## config.mk

```make
export PLATFORM = sky130hd
export DESIGN_NAME = qif_synapse_current
export DESIGN_NICKNAME = d
export VERILOG_FILES = /design/src/rtl/qif_pkg.sv /design/src/rtl/qif_syn_weights.sv /design/src/rtl/qif_synapse_current.sv
export SDC_FILE = /design/constraint.sdc
export NUM_CORES = 1
export LEC_CHECK = 0
export BUFFER_PORTS_ARGS = -buffer_cell sky130_fd_sc_hd__buf_4
export CAP_MARGIN = 20
export CORE_ASPECT_RATIO = 0.7
export CORE_MARGIN = 5
export CORE_UTILIZATION = 55
export CTS_CLUSTER_DIAMETER = 30
export CTS_CLUSTER_SIZE = 28
export DETAILED_ROUTE_END_ITERATION = 16
export PLACE_DENSITY = 0.74
export SYNTH_ARGS = -nofsm -noshare
export SYNTH_HDL_FRONTEND = slang
export SYNTH_SLANG_ARGS = --single-unit
```

## constraint.sdc

```tcl
create_clock -name clk -period 7.6 [get_ports clk]
set_clock_uncertainty 0.2 [all_clocks]
set_input_delay 1.52 -clock clk [delete_from_list [all_inputs] [get_ports clk]]
set_output_delay 1.52 -clock clk [all_outputs]
set_load 0.005 [all_outputs]
```

## src/rtl/qif_pkg.sv

```systemverilog
// Shared widths and saturation helpers for the QIF neuron and its synapse front end.
package qif_pkg;

  localparam int I_W   = 8;
  localparam int ACC_W = 12;

  localparam logic signed [I_W-1:0]   I_MAX   = 8'sh7F;
  localparam logic signed [I_W-1:0]   I_MIN   = 8'sh80;
  localparam logic signed [ACC_W-1:0] ACC_MAX = 12'sh07F;
  localparam logic signed [ACC_W-1:0] ACC_MIN = 12'shF80;

  typedef struct packed {
    logic signed [I_W-1:0] val;
    logic                  clamped;
  } sat_t;

  function automatic logic signed [ACC_W-1:0] sext(input logic signed [I_W-1:0] v);
    return {{(ACC_W-I_W){v[I_W-1]}}, v};
  endfunction

  function automatic sat_t sat_i(input logic signed [ACC_W-1:0] x);
    sat_t r;
    if (x > ACC_MAX) begin
      r.val     = I_MAX;
      r.clamped = 1'b1;
    end else if (x < ACC_MIN) begin
      r.val     = I_MIN;
      r.clamped = 1'b1;
    end else begin
      r.val     = x[I_W-1:0];
      r.clamped = 1'b0;
    end
    return r;
  endfunction

endpackage

```

## src/rtl/qif_syn_weights.sv

```systemverilog
// Per-synapse signed weight registers and the weighted sum of the registered spike vector.
import qif_pkg::*;

module qif_syn_weights #(
  parameter int  N_SYN = 4,
  localparam int AW    = $clog2(N_SYN)
) (
  input  logic                    clk,
  input  logic                    reset,
  input  logic                    wr_en,
  input  logic [AW-1:0]           wr_addr,
  input  logic [I_W-1:0]          wr_data,
  input  logic [N_SYN-1:0]        spike_q,
  output logic signed [ACC_W-1:0] sum
);

  logic signed [I_W-1:0] w [N_SYN];

  // Addresses with no matching slot simply match nothing, so they are dropped.
  always_ff @(posedge clk or posedge reset) begin
    if (reset) begin
      for (int k = 0; k < N_SYN; k++) w[k] <= '0;
    end else begin
      for (int k = 0; k < N_SYN; k++)
        if (wr_en && wr_addr == AW'(k)) w[k] <= wr_data;
    end
  end

  always_comb begin
    sum = '0;
    for (int k = 0; k < N_SYN; k++)
      if (spike_q[k]) sum = sum + sext(w[k]);
  end

endmodule

```

## src/rtl/qif_synapse_current.sv

```systemverilog
// Synaptic current accumulator: weighted spike sum plus per-tick exponential decay, saturated to 8 bits.
import qif_pkg::*;

module qif_synapse_current #(
  parameter int  N_SYN       = 4,
  parameter int  DECAY_SHIFT = 3,
  localparam int AW          = $clog2(N_SYN)
) (
  input  logic             clk,
  input  logic             reset,
  input  logic             ena,
  input  logic [N_SYN-1:0] spike_in,
  input  logic             tick,
  input  logic             w_wr_en,
  input  logic [AW-1:0]    w_wr_addr,
  input  logic [7:0]       w_wr_data,
  input  logic             sat_clr,
  output logic [7:0]       i_syn,
  output logic             sat_flag,
  output logic [7:0]       spike_cnt
);

  logic [N_SYN-1:0]        spike_q;
  logic signed [ACC_W-1:0] sum;
  logic signed [I_W-1:0]   i_cur;
  logic signed [I_W-1:0]   d;
  logic signed [ACC_W-1:0] acc;
  logic [7:0]              pop;
  sat_t                    sat;

  qif_syn_weights #(.N_SYN(N_SYN)) u_weights (
    .clk     (clk),
    .reset   (reset),
    .wr_en   (w_wr_en),
    .wr_addr (w_wr_addr),
    .wr_data (w_wr_data),
    .spike_q (spike_q),
    .sum     (sum)
  );

  assign i_cur = i_syn;

  // Positive currents would stall at 1..7 under a plain shift; the forced step lets them reach 0.
  always_comb begin
    d = '0;
    if (tick && ena) begin
      d = i_cur >>> DECAY_SHIFT;
      if (i_cur > 0 && d == 0) d = 8'sd1;
    end
  end

  assign acc = sext(i_cur) - sext(d) + sum;
  assign sat = sat_i(acc);

  always_comb begin
    pop = '0;
    for (int k = 0; k < N_SYN; k++) pop = pop + 8'(spike_q[k]);
  end

  always_ff @(posedge clk or posedge reset) begin
    if (reset) begin
      spike_q   <= '0;
      i_syn     <= '0;
      sat_flag  <= 1'b0;
      spike_cnt <= '0;
    end else begin
      spike_q   <= ena ? spike_in : '0;
      spike_cnt <= spike_cnt + pop;
      if (ena) i_syn <= sat.val;
      if (ena && sat.clamped) sat_flag <= 1'b1;
      else if (sat_clr)       sat_flag <= 1'b0;
    end
  end

endmodule

```

After elaboration in Yosys (flattened, before gate mapping)

Index checks and enable logic that the tools add are counted.

Output and inout bits: 17
Register bits: 53
Input port bits: 20

Reductions and logical operators: 10
Equal/unequal tests: 3
Mux-type cells: 11
Order comparisons: 3
Add/sub/neg operators: 9

Operators by type and width:

| kind                                                            | count |
|---|---|
| two-way mux 12 bit                                              | 4 |
| adder 12 x 8 -> 12 bit                                          | 3 |
| zero test 32 bit                                                | 1 |
| two-way mux 9 bit                                               | 2 |
| two-way mux 8 bit                                               | 2 |
| adder 9 x 12 -> 12 bit                                          | 1 |
| greater-than comparator 12 x 8 -> 1 bit (second input constant) | 1 |
| less-than comparator 12 x 8 -> 1 bit (second input constant)    | 1 |
| subtractor 8 x 8 -> 9 bit                                       | 1 |
| adder 8 x 4 -> 8 bit                                            | 1 |
| greater-than comparator 8 x 1 -> 1 bit (second input constant)  | 1 |
| logical AND 1 bit                                               | 7 |
| adder 3 x 1 -> 4 bit                                            | 1 |
| == test 2 bit (second input constant)                           | 2 |
| two-way mux 4 bit                                               | 1 |
| adder 2 x 1 -> 3 bit                                            | 1 |
| adder 1 x 1 -> 2 bit                                            | 1 |
| == test 2 x 1 -> 1 bit (second input constant)                  | 1 |
| zero test 2 bit                                                 | 1 |
| two-way mux 1 bit                                               | 2 |
| nonzero test 2 bit                                              | 1 |

Depth between registers and ports, before layout

Gate-level depths: netlist of run 1.

Depth in word-level cells: 13
Mapped depth: 30

Cells and area by module

A second synthesis of run 1 with hierarchy kept.

Cells, all modules: 511
Area total of the unflattened synthesis: 4872.2 um^2

By module, submodules not included:

| module              | area an instance (um^2) | seq. area each (um^2) | cells an instance | instances |
|---|---|---|---|---|
| qif_syn_weights     | 2971.6                  | 800.8                 | 303               | 1 |
| qif_synapse_current | 1900.6                  | 525.5                 | 208               | 1 |

Least setup slack after synthesis of run 1

Ideal clock, no wire load.

Kind: register -> register
Start: register spike_q[0]
End: register i_syn[0]
Path buffers: 0
Library setup time: 0.151 ns
Stages on the path, launching flop included: 31
Required time: 7.249 ns
Arrival time: 6.577 ns
Setup slack: 0.672 ns
Path through: dfrtp_1 > and2_1 > ha_1 > fa_1 > a21o_1 > a21oi_1 > o21bai_1 > a21o_1 > xnor2_1 > mux2i_1 > ha_1 > a21oi_1 > o21ai_0 > nand2_1 > xnor2_1 > mux2_2 > ha_1 > nand2_1 > a21oi_1 > nor2_1 > xnor2_1 > mux2_2 > fa_1 > ha_1 > and3_2 > a32o_1 > o41a_1 > xnor2_1 > xnor3_2 > a31oi_4 > o221ai_1

Longest elaborated chain between the ends: 11
Elaborated cells between the ends (all ways): 12
Those cells by class: add/sub (4); order compare (2); mux (6)

RTL lines:

| item                                 | RTL line                  | source |
|---|---|---|
| from (decl)                          | qif_synapse_current.sv:23 | `logic [N_SYN-1:0] spike_q;` |
| from (signal assigned)               | qif_synapse_current.sv:67 | `spike_q <= ena ? spike_in : '0;` |
| two-way mux 12 bit (*)               | qif_syn_weights.sv:32     | `if (spike_q[k]) sum = sum + sext(w[k]);` |
| adder 12 x 8 -> 12 bit               | qif_syn_weights.sv:32     |  |
| two-way mux 12 bit (*)               | qif_syn_weights.sv:32     |  |
| adder 12 x 8 -> 12 bit               | qif_syn_weights.sv:32     |  |
| two-way mux 12 bit (*)               | qif_syn_weights.sv:32     |  |
| adder 12 x 8 -> 12 bit               | qif_syn_weights.sv:32     |  |
| two-way mux 12 bit (*)               | qif_syn_weights.sv:32     |  |
| adder 9 x 12 -> 12 bit (*)           | qif_synapse_current.sv:52 | `assign acc = sext(i_cur) - sext(d) + sum;` |
| less-than comparator 12 x 8 -> 1 bit | qif_pkg.sv:26             | `end else if (x < ACC_MIN) begin` |
| two-way mux 9 bit                    | qif_pkg.sv:26             |  |
| two-way mux 9 bit (*)                | qif_pkg.sv:23             | `if (x > ACC_MAX) begin` |
| to (signal assigned)                 | qif_synapse_current.sv:69 | `if (ena) i_syn <= sat.val;` |
| to (decl)                            | qif_synapse_current.sv:18 | `output logic [7:0] i_syn,` |

Mark *: on every way between the ends. The rest lies on a longest branch, timed or not.
A chain may end at the register's enable or synchronous reset.

Final worst setup path of run 1

Start: register u_weights.w[24] (netlist name)
End: register i_syn[4]

Longest elaborated chain between the ends: 11
Elaborated cells between the ends (all ways): 12
Those cells by class: add/sub (4); order compare (2); mux (6)

RTL lines:

| item                                 | RTL line                  | source |
|---|---|---|
| from (decl)                          | qif_syn_weights.sv:17     | `logic signed [I_W-1:0] w [N_SYN];` |
| from (signal, indexed assignment)    | qif_syn_weights.sv:25     | `if (wr_en && wr_addr == AW'(k)) w[k] <= wr_data;` |
| two-way mux 12 bit (*)               | qif_syn_weights.sv:32     |  |
| adder 12 x 8 -> 12 bit               | qif_syn_weights.sv:32     |  |
| two-way mux 12 bit (*)               | qif_syn_weights.sv:32     |  |
| adder 12 x 8 -> 12 bit               | qif_syn_weights.sv:32     |  |
| two-way mux 12 bit (*)               | qif_syn_weights.sv:32     |  |
| adder 12 x 8 -> 12 bit               | qif_syn_weights.sv:32     |  |
| two-way mux 12 bit (*)               | qif_syn_weights.sv:32     |  |
| adder 9 x 12 -> 12 bit (*)           | qif_synapse_current.sv:52 |  |
| less-than comparator 12 x 8 -> 1 bit | qif_pkg.sv:26             |  |
| two-way mux 9 bit                    | qif_pkg.sv:26             |  |
| two-way mux 9 bit (*)                | qif_pkg.sv:23             |  |

Marked as above.

==> reports/results.ini, run 1 <==
[logic_synthesis]
seq_area_frac_synth_pct = 28.6
syn_avg_cell_area_sq_um = 9.94
netlist.area_leader.share_pct = 28.6
ys_warn_count = 0
synthTopCellsByArea = dfrtp_1 (29%), ha_1 (12%), mux2_2 (11%)
ys_ff_latch = 53
synth_edf_count = 0
yosysUniqueCellTypes = 56
async_reset_ff_share_pct = 100
syn_nets = 550
ys.flop_type = dfrtp_1
synth_largest_area_cell = dfrtp_1
synth_common_cells = dfrtp_1 (53), ha_1 (46), mux2_2 (44), nand2_1 (37), inv_1 (32)
synth_most_common_cell = dfrtp_1
synth_area_sq_mm = 0.00464
syn_inst = 467

[sta]
period_needed_ns = 7.37
setup_viol = 0
fmax_mhz = 136
finalHoldViolations = 0
drv_slew = 0
fin_crit_sh_pct = 96.9
slew_headroom_pct = 44.8
worstMarginPinSlew_ns = 0.827
setup_ws_ns = 0.234

[clocking]
cts.clk_slew.worst_paths_ns = 0.07
cts.sinks = 53
insertion_delay_ns = 0.30
cts_buffers = 5
htreeDepth = 2
cts_buffer_depth = 2
cts_root_buf = clkbuf_16
cts_tree = built
cts-hold-fix-buffers = 0

[floorplan]
pin_count = 37
rows = 28
core_area_sq_mm = 0.00834
die_w_microns = 120
dieHeight_microns = 86.9
die-area_sq_mm = 0.0104
initial_core_util_pct = 55.7

[cells_and_area]
final_nets = 595
final_core_util_pct = 64.1
final_layout_size_suffix_gt1_share_pct = 24.6
n_fill_cell = 678
diodes = 0
area_growth_pct = 15.0

[route]
vias = 3616
drt-total-wl_microns = 10900
ant_nets = 0
vias_per_cell = 5.85
drt_first_pass_iters = 4
drc = 0
drt-initial-drc-count = 255
wire_per_inst_microns = 17.6

[critical_path]
r2r.worst_path.cells = 26
worstReg2RegStart = u_weights.w[24]
cp-start-kind = flip-flop
cp.required_ns = 7.55
startpoint = u_weights.w[24]
end_kind = flip-flop
reg2reg_slack_ns = 0.23
crit_fanout = 7
endpoint = i_syn[4]
timing.rr.end = i_syn[4]
critical_path_class = reg2reg
worstPathArrival_ns = 7.32

[place]
hpwl_microns = 8120
pre_cts_slack_ns = 0.0646
io_buffers = 36
gp_congestion = 0.922

[min_path]
worstHoldPathType = reg2reg
worstHoldStart = spike_cnt[7]

[global_route]
grt_overflow_total = 0
grt_pass1_vias = 3800
grt_max_degree = 54
grt_pass1_wl_microns = 18100
antenna_found_initial = 0
track_usage_pct = 21.7

[power_and_ir_drop]
p_per_area_mw_per_mm2 = 474
leakage_uw = 0.00248
ir_drop_uv = 332

[job]
cap_violations = 0

[outcome]
run_status = completed

==> power by group <==
group	switching [uW]	internal [uW]	leakage [uW]
registers	96.5	371	0.000632
clock network	113	156	0.0000842
logic	958	834	0.00176
==> metrics by stage <==
step           total power [uW]  hold slack (ns)  TNS, ns  area (sq um)  instances
3_5_place_dp               2090            0.261        0          5040        605
5_1_grt                    2740            0.299   -0.966          5340        618
4_1_cts                    2380            0.273        0          5220        614
3_3_place_gp               2030            0.259        0          5040        605
6_report                   2530            0.273        0          5340        618
2_1_floorplan              1720            0.265        0          4640        467
==> final cells by class <==
cell class	count	area, sq um	area share, %
multi-input combinational	376	3260	61.1
sequential	53	1330	24.8
timing repair buffer	44	330	6.18
tap	105	131	2.46
clock buffer	5	125	2.34
inverter	32	120	2.25
clock inverter	3	43.8	0.820
==> layout by cell type, fill, tap and decap left out, drive strengths merged, types with 8 or more instances in the layout <==
master	netlist	final
mux2	44	44
nor2	22	22
nand3	9	9
inv	32	33
o21ai	23	23
ha	46	46
a21o	14	14
mux2i	8	8
xnor2	25	25
a211oi	9	9
nand2	37	37
xor2	11	11
a21oi	29	29
buf	2	44
and2	9	9
dfrtp	53	53
fa	17	17
==> logic make-up (layout without fill, tap and decap cells) <==
family          Yosys count  in the layout  synth area share, %
compound gates          116            116                 17.5
simple gates            108            108                 11.4
flops                    53             53                 28.6
mux                      52             52                 12.4
buf+inv                  38             84                 3.07
fa+ha+maj                63             63                 19.7
xor+xnor                 37             37                 7.30
==> state kept, by name (all words and copies together), names as in the netlist <==
register     flops
i_syn            8
sat_flag         1
spike_cnt        8
spike_q          4
u_weights.w     32
==> layer usage <==
metal	part of all wire [%]	routed length, microns	up-vias	global-route usage (%)
li1	-	-	1775	-
met5	0	0	-	0
met4	2.0	221	0	5.93
met1	47	5140	1726	30.3
met2	46	5020	96	35.6
met3	4.4	481	19	3.25
==> worst max-delay path, cell delays in order (launching register included) <==
cell      delay (ns)
dfrtp_1         0.37
and2_1          0.17
ha_2            0.20
fa_2            0.44
mux2_2          0.32
fa_1            0.45
a21o_1          0.19
a21oi_1         0.24
o21bai_1        0.14
a21oi_1         0.19
xnor2_1         0.08
mux2_2          0.29
ha_1            0.31
nand2_1         0.07
o21ai_0         0.34
o21ai_2         0.18
xor2_1          0.18
a21oi_1         0.20
fa_1            0.45
ha_1            0.36
and3_2          0.23
a32o_2          0.29
o41a_1          0.33
xnor2_1         0.19
xnor3_2         0.35
a31oi_4         0.31
o311ai_2        0.15
==> timing repair <==
item / CTS / global route
setup endpoints to repair: 6 / 9
setup buffers: 1 / 4
pin swaps: 0 / 12
gates resized for setup: 1 / 17
==> how the worst min path moves through the flow <==
stage                              end  slack [ns]  cells after the start
after floorplan           spike_cnt[7]        0.26                      1
after global placement    spike_cnt[7]        0.26                      1
after detailed placement  spike_cnt[7]        0.26                      1
after CTS                 spike_cnt[7]        0.27                      1
after global routing      spike_cnt[7]        0.30                      1
final                     spike_cnt[7]        0.27                      1
Note: power is estimated with default switching activity, not from simulation.
==> run 2, diff against run 1 <==
- BUFFER_PORTS_ARGS: -buffer_cell sky130_fd_sc_hd__buf_4 -> default
- DONT_BUFFER_PORTS: default -> 1
- PLACE_DENSITY: 0.74 -> 0.7
==> reports/results.ini, run 2 (synthesized netlist as in run 1, its figures left out) <==
[outcome]
run_status = completed

[route]
drc = 0  ; unchanged
drt_first_pass_iters = 4  ; unchanged
vias_per_cell = 5.84  ; -0.13%
ant_nets = 0  ; unchanged
drt-total-wl_microns = 9780  ; -9.9%
wire_per_inst_microns = 16.8  ; -4.3%
vias = 3401  ; -5.9%
drt-initial-drc-count = 199  ; -22%

[critical_path]
r2r.worst_path.cells = 24  ; -7.7%
cp.required_ns = 7.55  ; about the same
critical_path_class = reg2reg
reg2reg_slack_ns = 0.31  ; +0.08 ns
worstPathArrival_ns = 7.23  ; -0.09 ns
timing.rr.end = i_syn[6]
crit_fanout = 7  ; unchanged
end_kind = flip-flop
endpoint = i_syn[6]
worstReg2RegStart = u_weights.w[24]
startpoint = u_weights.w[24]
cp-start-kind = flip-flop

[power_and_ir_drop]
p_seq_share_pct = 20.1  ; +1.6 points
combinationalPowerShare_pct = 70.1  ; -0.8 points
p_per_area_mw_per_mm2 = 470  ; -0.84%
p_int_uw = 1260  ; -7.2%
switchingPower_uw = 1100  ; -5.8%
leakage_uw = 0.00227  ; -8.2%
ir_drop_uv = 382  ; +15%
clkPwrFrac_pct = 9.8  ; -0.9 points
switching_share_pct = 46.6  ; +0.38 points

[cells_and_area]
n_fill_cell = 699  ; +3.1%
area_growth_pct = 8.41
top_regs = u_weights.w x32, i_syn x8, spike_cnt x8
final_nets = 559  ; -6.1%
diodes = 0  ; unchanged
final_area_sq_mm = 0.00503  ; -5.8%
final_layout_size_suffix_gt1_share_pct = 18.0  ; -6.5 points
final_core_util_pct = 60.4  ; -3.7 points
final_cell_mix = dfrtp_1 (53), mux2_2 (44), ha_1 (43), nand2_1 (37), inv_1 (31)
regMostFlops = u_weights.w
layout_commonest_cell = dfrtp_1
largest_reg_flops = 32  ; unchanged

[sta]
slew_headroom_pct = 48.8  ; +3.9 points
finalHoldViolations = 0  ; unchanged
fmax_mhz = 137  ; +1.1%
setup_ws_ns = 0.312  ; +0.0773 ns
period_needed_ns = 7.29  ; -0.0773 ns
worstMarginPinSlew_ns = 0.768  ; -0.0591 ns
hold_ws_ns = 0.295  ; +0.0212 ns
fin_crit_sh_pct = 95.9  ; -1.0 points
drv_slew = 0  ; unchanged
setup_viol = 0  ; unchanged

[place]
pre_cts_slack_ns = -0.00151  ; -0.0661 ns
gp_congestion = 0.924  ; +0.26%
hpwl_microns = 7580  ; -6.6%
io_buffers = 0  ; -100%
placed_area_sq_mm = 0.00478  ; -5.2%

[global_route]
grt_pass1_wl_microns = 17400  ; -3.8%
busiest_layer = met2
grt_overflow_total = 0  ; unchanged
grt_max_degree = 54  ; unchanged
track_usage_pct = 20.7  ; -1.0 points
grt_pass1_vias = 3614  ; -4.9%
grt_use_met2_pct = 31.8  ; -3.8 points
grtUsageMet1_pct = 29.7  ; -0.63 points
use_met3_pct = 4.68  ; +1.4 points
antenna_found_initial = 0  ; unchanged

[clocking]
cts.clk_slew.worst_paths_ns = 0.07  ; about the same
cts-hold-fix-buffers = 0  ; unchanged
cts_root_buf = clkbuf_16
cts_buffers = 5  ; unchanged
htreeDepth = 2  ; unchanged
cts_buffer_depth = 2  ; unchanged
cts.sinks = 53  ; unchanged
cts_tree = built
insertion_delay_ns = 0.30  ; about the same

[floorplan]
die_w_microns = 120  ; unchanged
dieHeight_microns = 86.9  ; unchanged
die-area_sq_mm = 0.0104  ; unchanged
pin_count = 37  ; unchanged
initial_core_util_pct = 55.7  ; unchanged
rows = 28  ; unchanged
core_area_sq_mm = 0.00834  ; unchanged

[job]
cap_violations = 0  ; unchanged

[min_path]
worstHoldPathType = reg2reg

-- run 2: worst min-delay path by stage --
stage               cells after the start         endpoint       startpoint  slack [ns]
floorplan                               1     spike_cnt[7]     spike_cnt[7]        0.26
global placement                        1  u_weights.w[24]  u_weights.w[24]        0.28
detailed placement                      1  u_weights.w[24]  u_weights.w[24]        0.29
CTS                                     1     spike_cnt[7]     spike_cnt[7]        0.30
global route                            1  u_weights.w[24]  u_weights.w[24]        0.32
finish                                  1     spike_cnt[7]     spike_cnt[7]        0.29
-- run 2: area by class of cell --
cell class                 count  area, sq um  area share [%]
sequential                    53         1330            26.3
timing repair buffer           8         60.1            1.19
multi-input combinational    376         3260            64.7
inverter                      32          120            2.39
clock buffer                   7          133            2.63
clock inverter                 1         7.51           0.149
tap                          105          131            2.61
-- run 2: power groups by stage --
stage | sequential, uW | clock, uW | combinational [uW]
2_1_floorplan | 450 | 0 | 1270
3_5_place_dp | 483 | 0 | 1510
5_1_grt | 490 | 250 | 1860
4_1_cts | 477 | 239 | 1530
6_report | 476 | 232 | 1660
3_3_place_gp | 481 | 0 | 1480
-- run 2: through the flow --
step / instances / TNS, ns / power [uW]
final: 582 / 0 / 2360
after CTS: 579 / 0 / 2250
after global routing: 582 / -0.279 / 2600
after floorplan: 467 / 0 / 1720
after global placement: 570 / 0 / 1960
after detailed placement: 570 / -0.00151 / 2000
-- run 2: worst max-delay path, stage by stage (launching register included) --
cell and delay, ns:
dfrtp_1 0.37, and2_1 0.17, ha_2 0.20, fa_2 0.41
mux2_2 0.32, fa_1 0.44, a21o_1 0.18, a21oi_1 0.25
o21bai_1 0.15, a2111oi_2 0.59, nor2_1 0.13, xnor2_1 0.15
o21ai_0 0.21, ha_1 0.32, xnor2_1 0.14, mux2_2 0.29
fa_1 0.59, ha_4 0.23, and3_2 0.19, a32o_1 0.29
o41a_1 0.33, xnor2_1 0.17, xnor3_2 0.32, a31oi_4 0.33
o311ai_1 0.15
-- run 2: repair_timing --
action | 4_1_cts | 5_1_grt
endpoints found under the setup margin | 5 | 9
pin swaps | 0 | 12
setup buffers | 1 | 3
resized for setup | 1 | 14
-- run 2: metal layers --
layer	up-vias	wire, microns
met1	1618	4970
met3	9	398
met2	64	4320
met4	0	91
met5	-	0
li1	1710	-
